File: src/rtl/uart_pkg.sv
// Shared UART types: receiver state encoding and frame constants.
package uart_pkg;

  localparam int DATA_BITS = 8;

  typedef enum logic [2:0] {
    IDLE,
    START,
    DATA,
    PARITY,
    STOP,
    BREAK
  } uart_rx_state_t;

endpackage

File: src/rtl/uart_sync.sv
// Two-flop synchroniser for the asynchronous serial line; resets to 1 (idle line).
module uart_sync (
  input  logic clk,
  input  logic rst_n,
  input  logic d_i,
  output logic q_o
);

  logic [1:0] sync_q;

  always_ff @(posedge clk or negedge rst_n) begin
    if (!rst_n) begin
      sync_q <= 2'b11;
    end else begin
      sync_q <= {sync_q[0], d_i};
    end
  end

  assign q_o = sync_q[1];

endmodule

File: src/rtl/uart_rx.sv
// 8N1 oversampling UART receiver, sampling each bit at mid-bit.
// Define UART_RX_PARITY_EN for 8E1 frames with a parity_err strobe.
module uart_rx
  import uart_pkg::*;
#(
  parameter int CLOCKS_PER_BIT = 4
) (
  input  logic       clk,
  input  logic       rst_n,
  input  logic       ser_in,
  output logic [7:0] rx_data,
  output logic       rx_valid,
  output logic       frame_err,
`ifdef UART_RX_PARITY_EN
  output logic       parity_err,
`endif
  output logic       rx_busy
);

  localparam int CNT_W = $clog2(CLOCKS_PER_BIT);
  localparam logic [CNT_W-1:0] CNT_LAST = CNT_W'(CLOCKS_PER_BIT - 1);
  localparam logic [CNT_W-1:0] CNT_HALF = CNT_W'(CLOCKS_PER_BIT / 2 - 1);
  localparam logic [2:0]       IDX_LAST = 3'(DATA_BITS - 1);

  logic                 s_in;
  uart_rx_state_t       state_q, state_d;
  logic [CNT_W-1:0]     cnt_q, cnt_d;
  logic [2:0]           idx_q, idx_d;
  logic [DATA_BITS-1:0] shift_q, shift_d;
  logic [DATA_BITS-1:0] data_q, data_d;
  logic                 valid_q, valid_d;
  logic                 ferr_q, ferr_d;
`ifdef UART_RX_PARITY_EN
  logic                 perr_q, perr_d;
  logic                 par_bad_q, par_bad_d;
`endif

  uart_sync u_sync (
    .clk   (clk),
    .rst_n (rst_n),
    .d_i   (ser_in),
    .q_o   (s_in)
  );

  always_ff @(posedge clk or negedge rst_n) begin
    if (!rst_n) begin
      state_q   <= IDLE;
      cnt_q     <= '0;
      idx_q     <= '0;
      shift_q   <= '0;
      data_q    <= '0;
      valid_q   <= 1'b0;
      ferr_q    <= 1'b0;
`ifdef UART_RX_PARITY_EN
      perr_q    <= 1'b0;
      par_bad_q <= 1'b0;
`endif
    end else begin
      state_q   <= state_d;
      cnt_q     <= cnt_d;
      idx_q     <= idx_d;
      shift_q   <= shift_d;
      data_q    <= data_d;
      valid_q   <= valid_d;
      ferr_q    <= ferr_d;
`ifdef UART_RX_PARITY_EN
      perr_q    <= perr_d;
      par_bad_q <= par_bad_d;
`endif
    end
  end

  always_comb begin
    state_d   = state_q;
    cnt_d     = cnt_q;
    idx_d     = idx_q;
    shift_d   = shift_q;
    data_d    = data_q;
    valid_d   = 1'b0;
    ferr_d    = 1'b0;
`ifdef UART_RX_PARITY_EN
    perr_d    = 1'b0;
    par_bad_d = par_bad_q;
`endif
    case (state_q)
      IDLE: begin
        if (!s_in) begin
          state_d = START;
          cnt_d   = '0;
        end
      end
      START: begin
        // Re-check the line half a bit in to reject glitches as false starts.
        if (cnt_q == CNT_HALF) begin
          if (s_in) begin
            state_d = IDLE;
          end else begin
            state_d = DATA;
            cnt_d   = '0;
            idx_d   = '0;
          end
        end else begin
          cnt_d = cnt_q + 1'b1;
        end
      end
      DATA: begin
        if (cnt_q == CNT_LAST) begin
          shift_d[idx_q] = s_in;
          cnt_d          = '0;
          if (idx_q == IDX_LAST) begin
`ifdef UART_RX_PARITY_EN
            state_d = PARITY;
`else
            state_d = STOP;
`endif
          end else begin
            idx_d = idx_q + 3'd1;
          end
        end else begin
          cnt_d = cnt_q + 1'b1;
        end
      end
`ifdef UART_RX_PARITY_EN
      PARITY: begin
        if (cnt_q == CNT_LAST) begin
          par_bad_d = ((^shift_q) != s_in);
          cnt_d     = '0;
          state_d   = STOP;
        end else begin
          cnt_d = cnt_q + 1'b1;
        end
      end
`endif
      STOP: begin
        // Leaving at mid-stop lets a following start edge be caught early.
        if (cnt_q == CNT_LAST) begin
          cnt_d = '0;
          if (s_in) begin
            state_d = IDLE;
            valid_d = 1'b1;
            data_d  = shift_q;
`ifdef UART_RX_PARITY_EN
            perr_d  = par_bad_q;
`endif
          end else begin
            state_d = BREAK;
            ferr_d  = 1'b1;
          end
        end else begin
          cnt_d = cnt_q + 1'b1;
        end
      end
      BREAK: begin
        if (s_in) begin
          state_d = IDLE;
        end
      end
      default: begin
        state_d = IDLE;
      end
    endcase
  end

  assign rx_data    = data_q;
  assign rx_valid   = valid_q;
  assign frame_err  = ferr_q;
`ifdef UART_RX_PARITY_EN
  assign parity_err = perr_q;
`endif
  assign rx_busy    = (state_q != IDLE);

endmodule
File: config.mk
export PLATFORM = sky130hd
export DESIGN_NAME = uart_rx
export DESIGN_NICKNAME = d
export VERILOG_FILES = /design/src/rtl/uart_pkg.sv /design/src/rtl/uart_sync.sv /design/src/rtl/uart_rx.sv
export SDC_FILE = /design/constraint.sdc
export NUM_CORES = 1
export LEC_CHECK = 0
export ABC_AREA = 1
export CELL_PAD_IN_SITES_DETAIL_PLACEMENT = 2
export CELL_PAD_IN_SITES_GLOBAL_PLACEMENT = 2
export CORE_AREA = 8 8 76 78
export DETAILED_ROUTE_END_ITERATION = 8
export DIE_AREA = 0 0 84 86
export PLACE_DENSITY = 0.8
export RECOVER_POWER = 25
export SETUP_SLACK_MARGIN = 0.02
export SYNTH_ARGS = -nofsm -noshare
export SYNTH_HDL_FRONTEND = slang
export SYNTH_SLANG_ARGS = --single-unit
export TNS_END_PERCENT = 100
File: constraint.sdc
create_clock -name clk -period 1.7 [get_ports clk]
set_input_delay 0.255 -clock clk [delete_from_list [all_inputs] [get_ports clk]]
set_output_delay 0.255 -clock clk [all_outputs]
set_load 0.05 [all_outputs]
-- After elaboration in Yosys (flattened, before gate mapping)
Index checks and enable logic that the tools add are counted.
- output and inout port bits: 11
- bits in read-only memories: 0
- RAM bits: 0
- bits in latches: 0
- bits of input ports: 3
- register bits: 28
- memories: 0
- divide/modulo/power cells: 0
- reductions and logical operators: 10
- shift operators: 0
- bitwise operators: 0
- magnitude comparators: 2
- multiplexer cells: 27
- $add $sub $neg: 2
- equal/unequal tests: 15
- $mul: 0
- operators by type and width (kind ; number):
    $mux 3 ; 11
    $pmux 3 s5 ; 1
    $ne 2x2->1 const B ; 7
    $eq 3x3->1 const B ; 3
    $bwmux 8 ; 1
    $mux 2 ; 4
    $mux 1 ; 7
    $pmux 2 s3 ; 1
    $pmux 3 s2 ; 1
    $reduce_and 6->1 ; 1
    $reduce_bool 3->1 ; 2
    $reduce_and 5->1 ; 1
    $lt 3x4->1 const B ; 1
    $add 3x1->3 const B ; 1
    $demux 1 s3 ; 1
    $eq 3x1->1 const B ; 1
    $eq 3x2->1 const B ; 1
    $ge 3x1->1 const B ; 1
    $logic_not 3->1 ; 1
    $reduce_and 3->1 ; 1
    $add 2x1->2 const B ; 1
    $eq 2x1->1 const B ; 1
    $eq 2x2->1 const B ; 1
    $ne 2x1->1 const B ; 1
    4 further kinds ; 4

-- Logic depth before layout (Yosys ltp)
Gate-level depths: netlist of run 1.
- word-level depth: 5
- depth in mapped cells: 9
- gate-level depth less buffers: 9

-- Modules after synthesis
From an unflattened synthesis of run 1, not the netlist that was laid out.
- cells, all modules: 173
- area, all modules: 1455.1 um2
- modules (own cells, without submodules) (module ; times used ; cells an instance ; area an instance (um2) ; seq. area each (um2)):
    uart_rx ; 1 ; 171 ; 1402.6 ; 650.6
    uart_sync ; 1 ; 2 ; 52.6 ; 52.6

-- Least setup slack after synthesis of run 1
No wires, ideal clock.
- path type: reg-to-reg
- start: register cnt_q[0]
- end: register state_q[2]
- stages on the path, launching flop included: 9
- buffers on the path: 0
- path slack: 0.322 ns
- period minus slack after synthesis: 1.378 ns
- required time: 1.583 ns
- data arrival time: 1.261 ns
- cells stage by stage: dfrtp_1 ha_1 inv_1 nand3_1 nand2_1 nor2_2 nand2_1 nand2_1 nand2_1
- longest elaborated chain between the ends: 3
- elaborated cells on any way between the ends: 6
- classes of those cells: 5 x eq/ne; 1 x reduce/logical
- ends and longest elaborated chain (element ; RTL line ; RTL):
    start, declared ; uart_rx.sv:27 ; logic [CNT_W-1:0] cnt_q, cnt_d;
    start signal, assigned ; uart_rx.sv:60 ; cnt_q <= cnt_d;
    $eq 2x2->1 / $eq 2x1->1 (equally long branches) ; uart_rx.sv:107, uart_rx.sv:136, uart_rx.sv:94 ;
    $ne 2x2->1 (no source line) ; n/a ;
    $reduce_and 6->1 (no source line) (*) ; n/a ;
    end signal, assigned ; uart_rx.sv:59 ; state_q <= state_d;
    end, declared ; uart_rx.sv:26 ; uart_rx_state_t state_q, state_d;
Every way passes the cells marked *; elsewhere a longest branch is shown, timed or not.
A chain may end at the register's enable or synchronous reset.

-- Worst setup path in the final report of run 1
- start: register idx_q[0]
- end: register idx_q[2]
- longest elaborated chain between the ends: 4
- elaborated cells on any way between the ends: 7
- classes of those cells: 1 x add/sub; 2 x eq/ne; 3 x mux; 1 x reduce/logical
- ends and longest elaborated chain (element ; RTL line ; RTL):
    start, declared ; uart_rx.sv:28 ; logic [2:0] idx_q, idx_d;
    start signal, assigned ; uart_rx.sv:61 ; idx_q <= idx_d;
    $add 3x1->3 ; uart_rx.sv:117 ; idx_d = idx_q + 3'd1;
    $mux 3 ; uart_rx.sv:110 ; if (idx_q == IDX_LAST) begin
    $mux 3 ; uart_rx.sv:107 ; if (cnt_q == CNT_LAST) begin
    $pmux 3 s2 ; uart_rx.sv:85 ; case (state_q)
Parallel ways exist; a longest one is shown, timed or not. The select of a mux whose other input is x is not followed.

==> results of run 1 <==
-- where the power goes --
part	leakage, nW	switching [mW]	internal, mW
clock	0.0357	0.219	0.316
sequential	0.375	0.0908	0.736
combinational	0.438	0.547	0.272
total	0.849	0.857	1.32
-- cell type report --
| cell class | count | area share |
|---|---|---|
| Tap cell | 54 | 0.0396 |
| Timing Repair Buffer | 16 | 0.0792 |
| Sequential cell | 28 | 0.413 |
| Inverter | 26 | 0.0572 |
| Clock buffer | 3 | 0.0242 |
| Clock inverter | 1 | 0.0176 |
| Multi-Input combinational cell | 119 | 0.369 |
-- metal layers --
| metal | vias up | global-route usage |
|---|---|---|
| met4 | 0 | 0.0408 |
| met1 | 586 | 0.120 |
| met3 | 6 | 0.0332 |
| met5 | - | 0 |
| met2 | 14 | 0.209 |
| li1 | 580 | - |
-- state kept, by name (all words and copies together), names as in the netlist --
signal	count
idx_q	3
cnt_q	2
shift_q	8
rx_valid	1
u_sync.sync_q	2
rx_data	8
frame_err	1
state_q	3
-- worst min path at each step --
stage	to	depth (start not counted)
after floorplan	cnt_q[0]	0
after global placement	u_sync.sync_q[1]	0
final	u_sync.sync_q[1]	0
after detailed placement	u_sync.sync_q[1]	0
after CTS	cnt_q[0]	2
after global routing	u_sync.sync_q[1]	0
-- worst reg2reg max path: cells and delay by family (launching register included) --
family | cells | cell delay, ns
simple gates | 4 | 0.36
buf+inv | 1 | 0.06
compound gates | 1 | 0.14
fa+ha+maj | 2 | 0.39
flops | 1 | 0.47
-- through the flow --
| step | setup WS, ns | utilization |
|---|---|---|
| after floorplan | 0.322 | - |
| final | 0.185 | 0.371 |
| after CTS | 0.148 | 0.371 |
| after detailed placement | 0.165 | 0.356 |
| after global placement | 0.278 | 0.356 |
| after global routing | 0.0325 | 0.371 |
-- cell usage in the layout, fill, tap and decap left out, types with 2 or more instances in the layout --
cell / instances
o21ai_0: 11
nand3_1: 10
dfstp_2: 2
nand3b_1: 2
a21oi_1: 3
nor2_4: 2
o21ai_2: 10
dfrtp_2: 2
dfrtp_1: 24
nand2_1: 47
nand2_2: 6
dlygate4sd3_1: 2
inv_1: 23
nor2_2: 2
nor2_1: 18
ha_1: 5
buf_4: 12
inv_2: 3
clkbuf_8: 3
-- cells by family (layout without fill, tap and decap cells) --
group                    after synthesis  after routing
flip-flops                            28             28
AO/OA/AOI/OAI                         25             25
adder cells (fa/ha/maj)                5              5
AND/OR/NAND/NOR                       89             89
buffers and inverters                 28             46
-- what timing repair did --
action / CTS / global route
setup endpoints to repair: 0 / 2
resized for setup: 0 / 2
setup buffers: 0 / 0
hold buffers: 0 / 0
==> summary.md, run 1 <==
| Metric | Value |
|---|---|
| Status | `finished, final reports clean` |
| Design Area, Final | `about 1700 um^2` |
| WL final | `3830 um` |
| Startpoint types | `flop` |
| Synth cell types | `20` |
| Clock Skew | `0.00804 ns` |
| Cells along the critical path | `ha_1 > ha_1 > inv_1 > nand3_1 > o21ai_2 > nand2_2 > nand2_1 > nand2_1` |
| Layout cells sized above 1 | `0.238` |
| Root buffer cell | `clkbuf_8` |
| Via/cell ratio | `roughly 4.8` |
| Count leader, synth | `nand2_1` |
| Highest metal used | `met4` |
| DR DRC count | `0` |
| CP Depth | `8` |
| RSZ-0062 raised after global routing | `false` |
| Clock Path Buffers | `2` |
| Yosys Warn Count | `0` |
| Power Total | `around 2.2 mW` |
| Synth Register Bits | `28` |
| Clock Pin Slew Worst Setup and Hold Paths | `around 0.1 ns` |
| Routed metal-1 wirelength | `roughly 1600 um` |
| Placer Congestion | `0.768` |
| Num CTS Buffers | `3` |
| CP peak stage delay | `roughly 0.47 ns` |
| Post-Synth Adder-Cell Area | `0.0433` |
| Multi-input gate area | `~630 um^2` |
| Simple-gate share of the synthesized area | `0.279` |
| Core area | `between 4000 and 5000 um^2` |
| Initial DRC count | `23` |
| Syn Std Cell Area | `1450 um^2` |
| DR WL met2 | `approximately 2000 um` |
| Vias in the first global route | `between 1000 and 1500` |
| Global-route usage over all layers | `0.114` |
| Final std cells w/o fill | `~250` |
| Largest fanout on the critical path | `5` |
| PortBufs | `13` |
| First-pass GRT wire length | `around 6600 um` |
| Gr ovfl total | `0` |
| CP arrival | `1.70 ns` |
| Critical path destination | `idx_q[2]` |
| Final hold violations | `0` |
| CP Capture Type | `flop` |
| CTS tree | `yes` |
| Largest family of logic cells by synthesized area | `simple AND/OR/NAND/NOR gates` |
| Commonest register cell after synthesis | `dfrtp_1` |
| Slowest CP cell | `dfrtp_2` |
| Number of synthesized flops with an enable pin | `0` |
| Setup violations, final | `0` |
| Worst reg-to-reg path cell count | `8` |
| Tmin final | `between 1.5 and 2 ns` |
| Largest net degree at the start of global routing | `29` |
| Top cells by count, synth | `47 x nand2_1, 26 x dfrtp_1, 23 x inv_1` |
| RR Endpoint | `idx_q[2]` |
| Synth Area in Compound Gates | `0.112` |
| Crit Path Class | `flop to flop` |
| Least-Margin Pin Slew | `slightly above 0.7 ns` |
| # IOs | `14` |
| Dpl hpwl | `3010 um` |
| Die area | `7220 um^2` |
| Routed via count | `between 1000 and 1500` |
| Pins Over Slew Limit | `0` |
| Initial antenna violation count | `0` |
| HP Start | `u_sync.sync_q[0]` |
| Die Ht | `about 86 um` |
| Crit-path leading delay family | `flip-flops` |
| Crit path buf inv count | `1` |
| Register area share after synthesis | `0.486` |
| PwrDens | `1280 nW/um^2` |
| Post-DRT Antenna Nets | `0` |
| Fmax | `around 660 MHz` |
| Asr flop ratio synth | `1.00` |
| Seq. cell area | `706 um^2` |
| Fillers | `528` |
| Final period util | `0.891` |
| Drt first pass iters | `4` |
| Clock Sink Count | `28` |
| Die Span X | `around 84 um` |
| Hold WC Path Type | `flop to flop` |
| Diodes inserted | `0` |
| Synth Area per Inst | `just over 8 um^2` |
| Final #Nets | `approximately 200` |
| Post-Syn Nets | `183` |
| H-tree Lvls | `1` |
| Worst hold margin | `between 0.3 and 0.4 ns` |
| DP Cell Count | `around 240` |
| Biggest area consumer among synthesized cells | `dfrtp_1` |
| Crit path from | `idx_q[0]` |
| R2R setup slack | `~0.18 ns` |
| RR Startpoint | `idx_q[0]` |
| CP required | `1.88 ns` |
| Row count | `25` |
| Mux share of post-synthesis cell area | `0` |
| Synth Instances | `between 150 and 200` |
| Worst slew margin | `0.526` |
| Pleak | `around 0.85 nW` |
| Post-Place Cell Area | `between 1500 and 2000 um^2` |
| Setup tns final | `0 ns` |
| Clock latency at the later pin of the worst-skew pair | `~0.28 ns` |
| Peak supply drop | `between 0.0004 and 0.0005 V` |
| Max cap viols | `0` |
| Synth area leaders | `dfrtp_1 45%, nand2_1 12%, o21ai_2 6.1%` |
| Starting Density | `0.315` |
| Met3 wire len | `around 130 um` |
| Yosys top cell area share | `0.450` |
| Syn-to-layout area delta | `18.0%` |
| Mean routed wirelength per cell | `~15 um` |
| Post-Synth XOR/XNOR Area | `0` |
No activity file was read; power rests on OpenSTA's default activity.
==> inputs of run 2 (changes only) <==
==> constraint.sdc (replaced) <==
create_clock -name clk -period 1.65 [get_ports clk]
set_input_delay 0.2475 -clock clk [delete_from_list [all_inputs] [get_ports clk]]
set_output_delay 0.2475 -clock clk [all_outputs]
set_load 0.05 [all_outputs]
==> run 2 against run 1 <==
Cell area is 1.5% lower. Setup slack worse by 0.057 ns. Die area stayed put. Largest power group unchanged. Count of clock-buffer cells in the layout is 1 higher. Maximum frequency is 0.46% lower. Flip-flop and latch count stayed put. Clock skew is 0.0049 ns lower. Sequential power is 5.7% higher. Highest routed layer unchanged. Non-clock buffer count stayed put. Register-to-register slack worse by 0.06 ns. Combinational power is 2% lower.
==> summary.md, run 2 (synthesis results as in run 1) <==
| Metric | Value |
|---|---|
| # IOs | `14` |
| Pins Over Slew Limit | `0` |
| Multi-input gate area | `roughly 630 um^2` |
| Die area | `7220 um^2` |
| Clock latency at the later pin of the worst-skew pair | `0.28 ns` |
| Least-Margin Pin Slew | `approximately 0.74 ns` |
| Clock Path Buffers | `2` |
| Pleak | `around 0.84 nW` |
| Final hold violations | `0` |
| Clock Sink Count | `28` |
| Mean routed wirelength per cell | `about 16 um` |
| Initial antenna violation count | `0` |
| Largest net degree at the start of global routing | `29` |
| Final #Nets | `about 200` |
| Clock Skew | `between 0.003 and 0.004 ns` |
| Worst hold margin | `0.366 ns` |
| Crit Path Class | `flop to flop` |
| Startpoint types | `flop` |
| Via/cell ratio | `roughly 4.8` |
| Vias in the first global route | `between 1000 and 1500` |
| Final period util | `0.923` |
| PortBufs | `13` |
| Seq. cell area | `just over 700 um^2` |
| Starting Density | `0.315` |
| First-pass GRT wire length | `6620 um` |
| Peak supply drop | `roughly 0.00044 V` |
| PwrDens | `roughly 1200 nW/um^2` |
| Die Ht | `approximately 86 um` |
| Tmin final | `1.52 ns` |
| Root buffer cell | `clkbuf_8` |
| Setup tns final | `0 ns` |
| Setup violations, final | `0` |
| Num CTS Buffers | `3` |
| Core area | `between 4000 and 5000 um^2` |
| Drt first pass iters | `4` |
| Fillers | `between 500 and 600` |
| Gr ovfl total | `0` |
| CP Capture Type | `flop` |
| Largest fanout on the critical path | `5` |
| Dpl hpwl | `2880 um` |
| Layout cells sized above 1 | `0.244` |
| H-tree Lvls | `1` |
| Cells on Worst Hold Path | `0` |
| Design Area, Final | `between 1500 and 2000 um^2` |
| Number of post-CTS setup repair buffers | `0` |
| Post-DRT Antenna Nets | `0` |
| Worst reg-to-reg path cell count | `8` |
| Post-Place Cell Area | `1640 um^2` |
| Initial DRC count | `27` |
| Hold WC Path Type | `flop to flop` |
| DR DRC count | `0` |
| CTS tree | `yes` |
| Fmax | `about 660 MHz` |
| Die Span X | `around 84 um` |
| Worst slew margin | `0.510` |
| WL final | `between 3000 and 4000 um` |
| CP arrival | `1.70 ns` |
| Max cap viols | `0` |
| Global-route usage over all layers | `0.114` |
| Status | `finished, final reports clean` |
| Syn-to-layout area delta | `16.3%` |
| CP required | `~1.8 ns` |
| Clock Pin Slew Worst Setup and Hold Paths | `roughly 0.10 ns` |
| Routed via count | `approximately 1200` |
| Commonest non-fill, non-tap cells in the layout | `47 x nand2_1, 23 x dfrtp_1, 22 x inv_1` |
| Diodes inserted | `0` |
| RSZ-0062 raised after global routing | `false` |
| Placer Congestion | `roughly 0.76` |
| Commonest non-fill, non-tap cell in the layout | `nand2_1` |
| Row count | `25` |
[run 2: changes by cell type in the layout (fill, tap and decap cells not counted)]
cell,previous run,this run
inv_2,3,4
dfrtp_1,24,23
inv_1,23,22
bufinv_16,1,0
clkbuf_1,0,1
dfrtp_2,2,3
[run 2: stage by stage]
step	total power, mW	setup slack (ns)	cells	utilization
2_1_floorplan	1.41	0.272	175	-
3_3_place_gp	1.63	0.204	243	0.356
3_5_place_dp	1.70	0.0999	243	0.356
4_1_cts	2.10	0.0808	247	0.365
5_1_grt	2.22	0.0133	247	0.366
6_report	2.08	0.128	247	0.366
[run 2: area by class of cell]
cell class                      count  share of cell area
Clock buffer                        4              0.0268
Inverter                           26              0.0580
Sequential cell                    28               0.420
Timing Repair Buffer               16              0.0804
Multi-Input combinational cell    119               0.374
Tap cell                           54              0.0402
[run 2: final timing paths]
kind | slack [ns] | from | to
max reg2reg | 0.13 | idx_q[0] | idx_q[0]
min in group asynchronous | 0.55 | rst_n | rx_data[7]
max | 0.13 | idx_q[0] | idx_q[0]
max in group asynchronous | 0.59 | rst_n | idx_q[0]
min reg2reg | 0.37 | u_sync.sync_q[0] | u_sync.sync_q[1]
min | 0.37 | u_sync.sync_q[0] | u_sync.sync_q[1]
[run 2: critical path, cell delays in order (launching register included)]
cell	delay, ns
dfrtp_2	0.45
ha_1	0.21
ha_1	0.18
inv_1	0.07
nand3_1	0.13
o21ai_2	0.15
nand2_2	0.10
nand2_1	0.08
nand2_1	0.05
[run 2: metal layers]
metal | vias to the layer above | track usage | wire length [um]
li1 | 581 | - | -
met1 | 599 | 0.135 | 1710
met2 | 12 | 0.194 | 1960
met3 | 5 | 0.0256 | 113
met4 | 0 | 0.0424 | 52
met5 | - | 0 | 0
[run 2: where the power goes]
| group | internal [mW] | switching (mW) | leakage (nW) |
|---|---|---|---|
| registers | 0.760 | 0.112 | 0.374 |
| clock network | 0.174 | 0.227 | 0.0228 |
| logic | 0.269 | 0.537 | 0.439 |
| total | 1.20 | 0.876 | 0.836 |
[run 2: what timing repair did]
| action | 4_1_cts | 5_1_grt |
|---|---|---|
| endpoints found under the setup margin | 0 | 9 |
| hold buffers | 0 | 0 |
| gates resized for setup | 0 | 4 |
